### config.mk
export PLATFORM = sky130hd
export DESIGN_NAME = adder_share_arb_flat
export DESIGN_NICKNAME = d
export VERILOG_FILES = /design/src/rtl/adder_share_arb_if.sv /design/src/rtl/adder_share_arb.sv /design/src/flat_wrapper.sv
export SDC_FILE = /design/constraint.sdc
export NUM_CORES = 1
export LEC_CHECK = 0
export CAP_MARGIN = 10
export CORE_ASPECT_RATIO = 0.9
export CORE_UTILIZATION = 25
export DETAILED_ROUTE_END_ITERATION = 12
export DONT_BUFFER_PORTS = 1
export PLACE_DENSITY = 0.4
export SETUP_SLACK_MARGIN = 0.15
export SLEW_MARGIN = 20
export SYNTH_ARGS = -nofsm -noshare
export SYNTH_HDL_FRONTEND = slang
export SYNTH_SLANG_ARGS = --single-unit
### constraint.sdc
create_clock -name clk -period 5.15 [get_ports clk]
set_input_delay 1.03 -clock clk [delete_from_list [all_inputs] [get_ports clk]]
set_output_delay 1.03 -clock clk [all_outputs]
set_load 0.005 [all_outputs]
### src/rtl/adder_share_arb_if.sv
`default_nettype none
// ============================================================================
//  Module   : adder_share_arb_if
//  Purpose  : Bundles the request and response signals of the shared-adder
//             arbiter.
//             master - operand producer / result consumer side
//             slave  - arbiter side
//  Signals  : hold, req_valid[NREQ], req_a/req_b[NREQ*WIDTH], req_cin[NREQ],
//             req_ready[NREQ], rsp_valid, rsp_id[IDW], rsp_sum[WIDTH],
//             rsp_cout, inflight[$clog2(LAT+1)]
//  Revision : 1.0 - initial release
// ============================================================================
interface adder_share_arb_if #(
    parameter int NREQ  = 4,
    parameter int WIDTH = 2,
    parameter int LAT   = 2,
    parameter int IDW   = $clog2(NREQ)
);
    localparam int CW = $clog2(LAT + 1);

    logic                    hold;
    logic [NREQ-1:0]         req_valid;
    logic [NREQ*WIDTH-1:0]   req_a;
    logic [NREQ*WIDTH-1:0]   req_b;
    logic [NREQ-1:0]         req_cin;
    logic [NREQ-1:0]         req_ready;
    logic                    rsp_valid;
    logic [IDW-1:0]          rsp_id;
    logic [WIDTH-1:0]        rsp_sum;
    logic                    rsp_cout;
    logic [CW-1:0]           inflight;

    modport master (
        output hold, req_valid, req_a, req_b, req_cin,
        input  req_ready, rsp_valid, rsp_id, rsp_sum, rsp_cout, inflight
    );

    modport slave (
        input  hold, req_valid, req_a, req_b, req_cin,
        output req_ready, rsp_valid, rsp_id, rsp_sum, rsp_cout, inflight
    );
endinterface
`default_nettype wire

### src/rtl/adder_share_arb.sv
`default_nettype none
// ============================================================================
//  Module   : adder_share_arb
//  Purpose  : Round-robin arbiter that shares one LAT-stage pipelined
//             carry-in adder among NREQ requesters. Results come back on a
//             shared response bus tagged with the requester index.
//  Ports    : clk   - rising-edge clock
//             rst_n - synchronous active-low reset
//             bus   - adder_share_arb_if.slave (requests, grants, responses,
//                     in-flight count)
//  Revision : 1.0 - initial release
// ============================================================================
module adder_share_arb #(
    parameter int NREQ  = 4,
    parameter int WIDTH = 2,
    parameter int LAT   = 2,
    parameter int IDW   = $clog2(NREQ)
) (
    input  logic             clk,
    input  logic             rst_n,
    adder_share_arb_if.slave bus
);
    localparam int             CW      = $clog2(LAT + 1);
    localparam logic [IDW:0]   c_NREQ  = (IDW+1)'(NREQ);
    localparam logic [IDW-1:0] c_LAST  = IDW'(NREQ - 1);

    logic [IDW-1:0]              r_rr_ptr;
    logic [LAT-1:0]              r_v;
    logic [LAT-1:0][IDW-1:0]     r_id;
    logic [LAT-1:0][WIDTH:0]     r_res;
    logic [CW-1:0]               r_inflight;

    logic [WIDTH-1:0]            w_a [NREQ];
    logic [WIDTH-1:0]            w_b [NREQ];
    logic [NREQ-1:0]             w_grant;
    logic [IDW-1:0]              w_gnt_id;
    logic                        w_xfer;
    logic [WIDTH:0]              w_res;
    logic [IDW:0]                w_pos;

    // Unpack the flat operand buses so the grant mux can index by requester.
    generate
        for (genvar i = 0; i < NREQ; i++) begin : g_unpack
            assign w_a[i] = bus.req_a[i*WIDTH +: WIDTH];
            assign w_b[i] = bus.req_b[i*WIDTH +: WIDTH];
        end
    endgenerate

    // Search upward from r_rr_ptr with wrap-around; first valid requester
    // wins. The sum is formed here so stage 0 already holds the result and
    // later stages only delay it.
    always_comb begin
        w_grant  = '0;
        w_gnt_id = '0;
        w_xfer   = 1'b0;
        w_res    = '0;
        w_pos    = '0;
        for (int k = 0; k < NREQ; k++) begin
            w_pos = {1'b0, r_rr_ptr} + (IDW+1)'(k);
            if (w_pos >= c_NREQ) begin
                w_pos = w_pos - c_NREQ;
            end
            if (rst_n && !bus.hold && !w_xfer && bus.req_valid[w_pos[IDW-1:0]]) begin
                w_xfer                   = 1'b1;
                w_grant[w_pos[IDW-1:0]]  = 1'b1;
                w_gnt_id                 = w_pos[IDW-1:0];
                w_res = {1'b0, w_a[w_pos[IDW-1:0]]}
                      + {1'b0, w_b[w_pos[IDW-1:0]]}
                      + {{WIDTH{1'b0}}, bus.req_cin[w_pos[IDW-1:0]]};
            end
        end
    end

    always_ff @(posedge clk) begin
        if (!rst_n) begin
            r_rr_ptr   <= '0;
            r_v        <= '0;
            r_id       <= '0;
            r_res      <= '0;
            r_inflight <= '0;
        end else begin
            if (w_xfer) begin
                r_rr_ptr <= (w_gnt_id == c_LAST) ? '0 : w_gnt_id + IDW'(1);
            end

            r_v[0] <= w_xfer;
            if (w_xfer) begin
                r_id[0]  <= w_gnt_id;
                r_res[0] <= w_res;
            end

            // Data only moves with a valid token, so the last stage keeps
            // its previous result visible while rsp_valid is low.
            for (int s = 1; s < LAT; s++) begin
                r_v[s] <= r_v[s-1];
                if (r_v[s-1]) begin
                    r_id[s]  <= r_id[s-1];
                    r_res[s] <= r_res[s-1];
                end
            end

            // An operation counts as in flight up to and including its
            // response cycle.
            r_inflight <= r_inflight + CW'(w_xfer) - CW'(r_v[LAT-1]);
        end
    end

    assign bus.req_ready = w_grant;
    assign bus.rsp_valid = r_v[LAT-1];
    assign bus.rsp_id    = r_id[LAT-1];
    assign bus.rsp_sum   = r_res[LAT-1][WIDTH-1:0];
    assign bus.rsp_cout  = r_res[LAT-1][WIDTH];
    assign bus.inflight  = r_inflight;

endmodule
`default_nettype wire
### src/flat_wrapper.sv
// flat-port wrapper written by rule: the top's interface ports become plain ports
module adder_share_arb_flat 
#(
    parameter int NREQ  = 4,
    parameter int WIDTH = 2,
    parameter int LAT   = 2,
    parameter int IDW   = $clog2(NREQ)
)
  (clk, rst_n, bus_hold, bus_req_valid, bus_req_a, bus_req_b, bus_req_cin, bus_req_ready, bus_rsp_valid, bus_rsp_id, bus_rsp_sum, bus_rsp_cout, bus_inflight);
  adder_share_arb_if #(.NREQ(NREQ), .WIDTH(WIDTH), .LAT(LAT), .IDW(IDW)) bus_i ();
  input  logic clk;
  input  logic rst_n;
  input wire logic [$bits(bus_i.hold)-1:0] bus_hold;
  input wire logic [$bits(bus_i.req_valid)-1:0] bus_req_valid;
  input wire logic [$bits(bus_i.req_a)-1:0] bus_req_a;
  input wire logic [$bits(bus_i.req_b)-1:0] bus_req_b;
  input wire logic [$bits(bus_i.req_cin)-1:0] bus_req_cin;
  output wire logic [$bits(bus_i.req_ready)-1:0] bus_req_ready;
  output wire logic [$bits(bus_i.rsp_valid)-1:0] bus_rsp_valid;
  output wire logic [$bits(bus_i.rsp_id)-1:0] bus_rsp_id;
  output wire logic [$bits(bus_i.rsp_sum)-1:0] bus_rsp_sum;
  output wire logic [$bits(bus_i.rsp_cout)-1:0] bus_rsp_cout;
  output wire logic [$bits(bus_i.inflight)-1:0] bus_inflight;
  assign bus_i.hold = bus_hold;
  assign bus_i.req_valid = bus_req_valid;
  assign bus_i.req_a = bus_req_a;
  assign bus_i.req_b = bus_req_b;
  assign bus_i.req_cin = bus_req_cin;
  assign bus_req_ready = bus_i.req_ready;
  assign bus_rsp_valid = bus_i.rsp_valid;
  assign bus_rsp_id = bus_i.rsp_id;
  assign bus_rsp_sum = bus_i.rsp_sum;
  assign bus_rsp_cout = bus_i.rsp_cout;
  assign bus_inflight = bus_i.inflight;
  adder_share_arb #(.NREQ(NREQ), .WIDTH(WIDTH), .LAT(LAT), .IDW(IDW)) u_core (.clk(clk), .rst_n(rst_n), .bus(bus_i));
endmodule
* After elaboration in Yosys (flattened, before gate mapping)
Cells that the tools add are included.
** Storage, ports and cells
- Bits in registers :: 16
- Word-level logic and storage cells :: 134
- Output and inout port bits :: 12
** Cells by class
- Order comparisons :: 16
- $add $sub $neg :: 18
- Bitwise operators :: 7
- Muxes and demuxes :: 69
- Equal/unequal tests :: 1
- Reduce and logical (&&, ||, !) cells :: 16
** Operator list (number)
- 2-bit two-way mux :: 25
- 2-bit binary-select mux with 2-bit select :: 8
- 3-bit greater-or-equal comparator (second input constant) :: 7
- 1-bit binary-select mux with 2-bit select :: 8
- 1-bit two-way mux :: 16
- 4-bit two-way mux :: 4
- 2-bit by 2-bit adder with 3-bit output :: 4
- 3-bit by 1-bit adder with 3-bit output :: 4
- 1-bit logical AND :: 12
- 2-bit by 3-bit less-than comparator with 1-bit output (second input constant) :: 4
- 3-bit two-way mux :: 4
- 2-bit inverter with 3-bit output :: 4
- 4-bit OR :: 3
- 1-bit demux with 2-bit select :: 4
- 2-bit by 1-bit greater-or-equal comparator with 1-bit output (second input constant) :: 4
- 2-bit by 1-bit subtractor with 2-bit output (second input constant) :: 4
- 2-bit by 2-bit adder with 3-bit output (second input constant) :: 2
- 1-bit logical NOT :: 4
- 2-bit by 1-bit adder with 3-bit output (second input constant) :: 1
- 2-bit by 3-bit greater-or-equal comparator with 1-bit output (second input constant) :: 1
- 2-bit by 1-bit adder with 2-bit output :: 1
- 2-bit by 1-bit adder with 2-bit output (second input constant) :: 1
- 2-bit == test (second input constant) :: 1
- 2-bit by 1-bit subtractor with 2-bit output :: 1

* Logic depth before layout (Yosys ltp)
- Depth after elaboration :: 20
- Gate-level depth with buffers :: 13

* Worst setup path before layout
OpenSTA, ideal clock, no wires.
- Path kind :: register -> register
- Start point :: register (tool-made name)
- End point :: register u_core.r_res[1] (netlist bit)
- Setup time :: 0.058 ns
- Buffers on the path :: 3
- Path slack :: 1.355 ns
- Arrival :: 3.737 ns
- Stages on the path, launching flop included :: 12
- Cells stage by stage :: dfxtp_1 -> clkbuf_1 -> inv_1 -> ha_1 -> clkbuf_1 -> buf_1 -> mux4_2 -> fa_1 -> inv_1 -> fa_1 -> o221ai_1 -> o21a_1
** RTL lines
- to (signal, indexed assignment) :: RTL line adder_share_arb.sv:98 : r_res[s] <= r_res[s-1];
- to (decl) :: RTL line adder_share_arb.sv:30 : logic [LAT-1:0][WIDTH:0] r_res;

* Final worst setup path
- Start point :: register u_core.r_rr_ptr[1]
- End point :: output bus_req_ready[2]
** On the way
- Cells in the longest elaborated chain, start to end :: 18
- Elaborated cells between the ends (all ways) :: 63
- Classes of those cells :: add/sub (7); order compare (12); mux (27); bitwise (3); reduce/logical (14)
** Ends and longest elaborated chain
- from (decl) :: RTL line adder_share_arb.sv:27 : logic [IDW-1:0] r_rr_ptr;
- from (signal assigned) :: RTL line adder_share_arb.sv:83 : r_rr_ptr <= (w_gnt_id == c_LAST) ? '0 : w_gnt_id + IDW'(1);
- branches (longest 17 deep; another with 2-bit by 1-bit adder with 3-bit output)
- 4-bit two-way mux (*) :: RTL line adder_share_arb.sv:63 : if (rst_n && !bus.hold && !w_xfer && bus.req_valid[w_pos[IDW-1:0]]) begin
- to (decl) :: RTL line flat_wrapper.sv:18 : output wire logic [$bits(bus_i.req_ready)-1:0] bus_req_ready;
Every way passes the cells marked *. The select of a mux whose other input is x is not followed.

==> results.md <==
* Largest cells by area after synthesis: mux4_2, dfxtp_1, fa_1
* Fin crit share at 0.723
* Type of origin of the critical path: flip-flop
* Post-route ant nets at 0
* Outcome: finished clean
* Sinks on Clock Net at 16
* First-pass GRT wire length at 7020 µm
* Largest net degree at the start of global routing at 34
* Hold Crit Endpoint: u_core.r_id[0]$_SDFFE_PN0P_
* Diode count at 0
* Fmax at about 270 MHz
* IO Port Bufs at 0
* Clk buf depth at 2
* Reg2reg setup slack at ~2.0 ns
* # IOs at 39
* Num CTS Buffers at 3
* Leading area contributor after synthesis: mux4_2
* Top cell type's share of synthesized area at 0.278
* Final Cell Area at roughly 0.0020 mm²
* Final WL at between 4000 and 5000 µm
* RR Startpoint: u_core.r_rr_ptr[1]$_SDFFE_PN0P_
* Setup TNS at 0 ns
* Hold_sp: u_core.r_id[0]$_SDFFE_PN0P_
* Worst reg-to-reg path cell count at 9
* # rows at 29
* Drt drc at 0
* Syn Inst Count at around 180
* Hold Crit Depth at 2
* Clock root buffer: clkbuf_8
* Minimum clock period at 3.72 ns
* Peak supply drop at approximately 65 µV
* Area growth, synth to finish at 5.11%
* Max-slew violations at 0
* Comb pwr share at 0.506
* Hold crit path type: reg -> reg
* Synth Register Bits at 16
* Area of the multi-input gates at 0.00138 mm²
* GRT overflow at 0
* Syn Nets at 220
* Synth Flop Type: dfxtp_1
* WP data required at between 4 and 5 ns
* Hold-fix buffers, CTS at 0
* Slew headroom at 0.515
* Initial antenna violation count at 0
* Clock Latency Late Sink at roughly 0.24 ns
* Commonest cells after routing, fill and taps aside: mux4_2, inv_1, dfxtp_1
* Commonest non-fill, non-tap cell in the layout: mux4_2
* # nets final at about 210
* Sequential share of power at 0.304
* Die X at 93.0 µm
* Avg Inst Size Synth at 10.4 µm²
* Gpl congestion at 0.796
* Sw Share at 0.354
* Post-synthesis sequential area ratio at 0.172
* Worst-path clk slew at ~0.06 ns
* R2r endpoint: u_core.r_res[1]$_SDFFE_PN0P_
* Worst Path Max Fanout at 13
* Post-synth EDFFs at 0
* Placed Area at 0.00192 mm²
* Final setup skew at between 0.0008 and 0.0009 ns
* Max Cap Violations at 0
* Crit Path Class: reg -> out
* Syn. warnings at 0
* FFs w/ async S/R, synth at 0
* Worst-margin pin slew at slightly above 0.7 ns
* Detailed-route via count at 1383
* Initial Utilization at 0.262
* DRT Pass-1 Iters at 5
* Vias in the first global route at about 1400
* Drt initial violations at just under 50
* Post-CTS setup buffers at 0
* Die H at 83.9 µm
* Synth Cell Area at around 0.0019 mm²
* Crit. End Element: primary output
* Vias per cell at roughly 5.3
* Core Footprint at a little over 0.007 mm²
* NetSw at approximately 0.17 mW
* Fill count at 771
* Share of cells above drive strength 1 at 0.195
* CTS tree: yes
* Leak at between 0.7 and 0.8 nW
* Final setup fails at 0
* Drt wl/cell at roughly 17 µm
* Global-route usage over all layers at 0.115
* Register Area at approximately 320 µm²
* Pint at slightly above 0.3 mW
* H-tree Lvls at 1
* RSZ-0062 raised after global routing: false
* Unique masters post-synth at 35
* Crit path arrival time at approximately 2.7 ns
* Fin util at 0.275
* Die ar. at roughly 0.0078 mm²
* Final Hold Vio Count at 0
* Resized cells post-CTS at 0
* HPWL after detailed placement at about 3500 µm
* Power Density at between 200 and 250 mW/mm²
* Clock share of power at 0.189
## sequential cells by signal (all words and copies together) (netlist names), named ones only
register and flops:
u_core.bus.rsp_sum 2, u_core.r_res 3, u_core.r_v 2, u_core.bus.rsp_cout 1
u_core.r_id 2, u_core.bus.rsp_id 2, u_core.r_rr_ptr 1, u_core.bus.inflight 2
## worst max path at each step
stage,from,end,cells past startpoint
final,u_core.r_rr_ptr[1]$_SDFFE_PN0P_,bus_req_ready[2],8
after global routing,u_core.r_rr_ptr[1]$_SDFFE_PN0P_,bus_req_ready[0],8
after CTS,u_core.r_rr_ptr[1]$_SDFFE_PN0P_,bus_req_ready[2],8
after detailed placement,u_core.r_rr_ptr[1]$_SDFFE_PN0P_,bus_req_ready[2],8
after global placement,u_core.r_rr_ptr[1]$_SDFFE_PN0P_,bus_req_ready[2],8
after floorplan,flip-flop,u_core.r_res[1]$_SDFFE_PN0P_,11
## power groups by stage
stage	combinational, mW	clock (mW)	sequential [mW]
after floorplan	0.199	0	0.145
after global placement	0.241	0	0.147
after detailed placement	0.244	0	0.148
after CTS	0.245	0.0946	0.145
after global routing	0.269	0.0995	0.147
final	0.241	0.0899	0.145
## metal layers
| metal | wire [µm] | part of all wire | track usage |
|---|---|---|---|
| met5 | 0 | 0 | 0 |
| met4 | 24 | 0.0055 | 0.0182 |
| met3 | 360 | 0.083 | 0.0364 |
| met2 | 1970 | 0.45 | 0.186 |
| met1 | 1980 | 0.46 | 0.152 |
## cells in the mapped netlist (3+ instances only)
master	n
a21oi_1	9
a222oi_1	4
and2_1	6
buf_4	4
clkbuf_1	7
dfxtp_1	16
fa_1	8
ha_1	6
inv_1	20
mux2i_1	7
mux4_2	23
nand2_1	12
nor2_1	9
nor2b_1	6
nor3_1	3
o21a_1	5
o21ai_0	3
o221ai_1	7
## worst max-delay path: stages, from the launching register on
cell and delay, ns:
dfxtp_1 0.34, inv_1 0.11, ha_1 0.52, buf_4 0.33, mux4_2 0.54, nand2_1 0.28
nor2_1 0.16, nand2_1 0.09, nand2_1 0.08
## cell families after synthesis
| logic type | synth area share |
|---|---|
| AOI/OAI and AO/OA | 0.137 |
| xor gates and xnor gates | 0.00941 |
| adders and majority gates | 0.126 |
| buffers and inverters | 0.0860 |
| DFF | 0.172 |
| muxes | 0.336 |
| and+or+nand+nor | 0.133 |
## area by class of cell
cell class                 instances  area share
multi-input combinational        127       0.706
timing repair buffer               3      0.0115
inverter                          20      0.0384
clock buffer                       3      0.0211
tap                               93      0.0595
sequential                        16       0.164
## metrics by stage
step                      total power, mW  setup slack [ns]  hold WS, ns  cells
after detailed placement            0.392              1.70        0.481    259
after global routing                0.515              1.22        0.496    262
after CTS                           0.485              1.42        0.488    262
after global placement              0.388              1.70        0.479    259
after floorplan                     0.344              1.35        0.457    179
final                               0.475              1.43        0.481    262
Note: power is estimated with default switching activity, not from simulation.
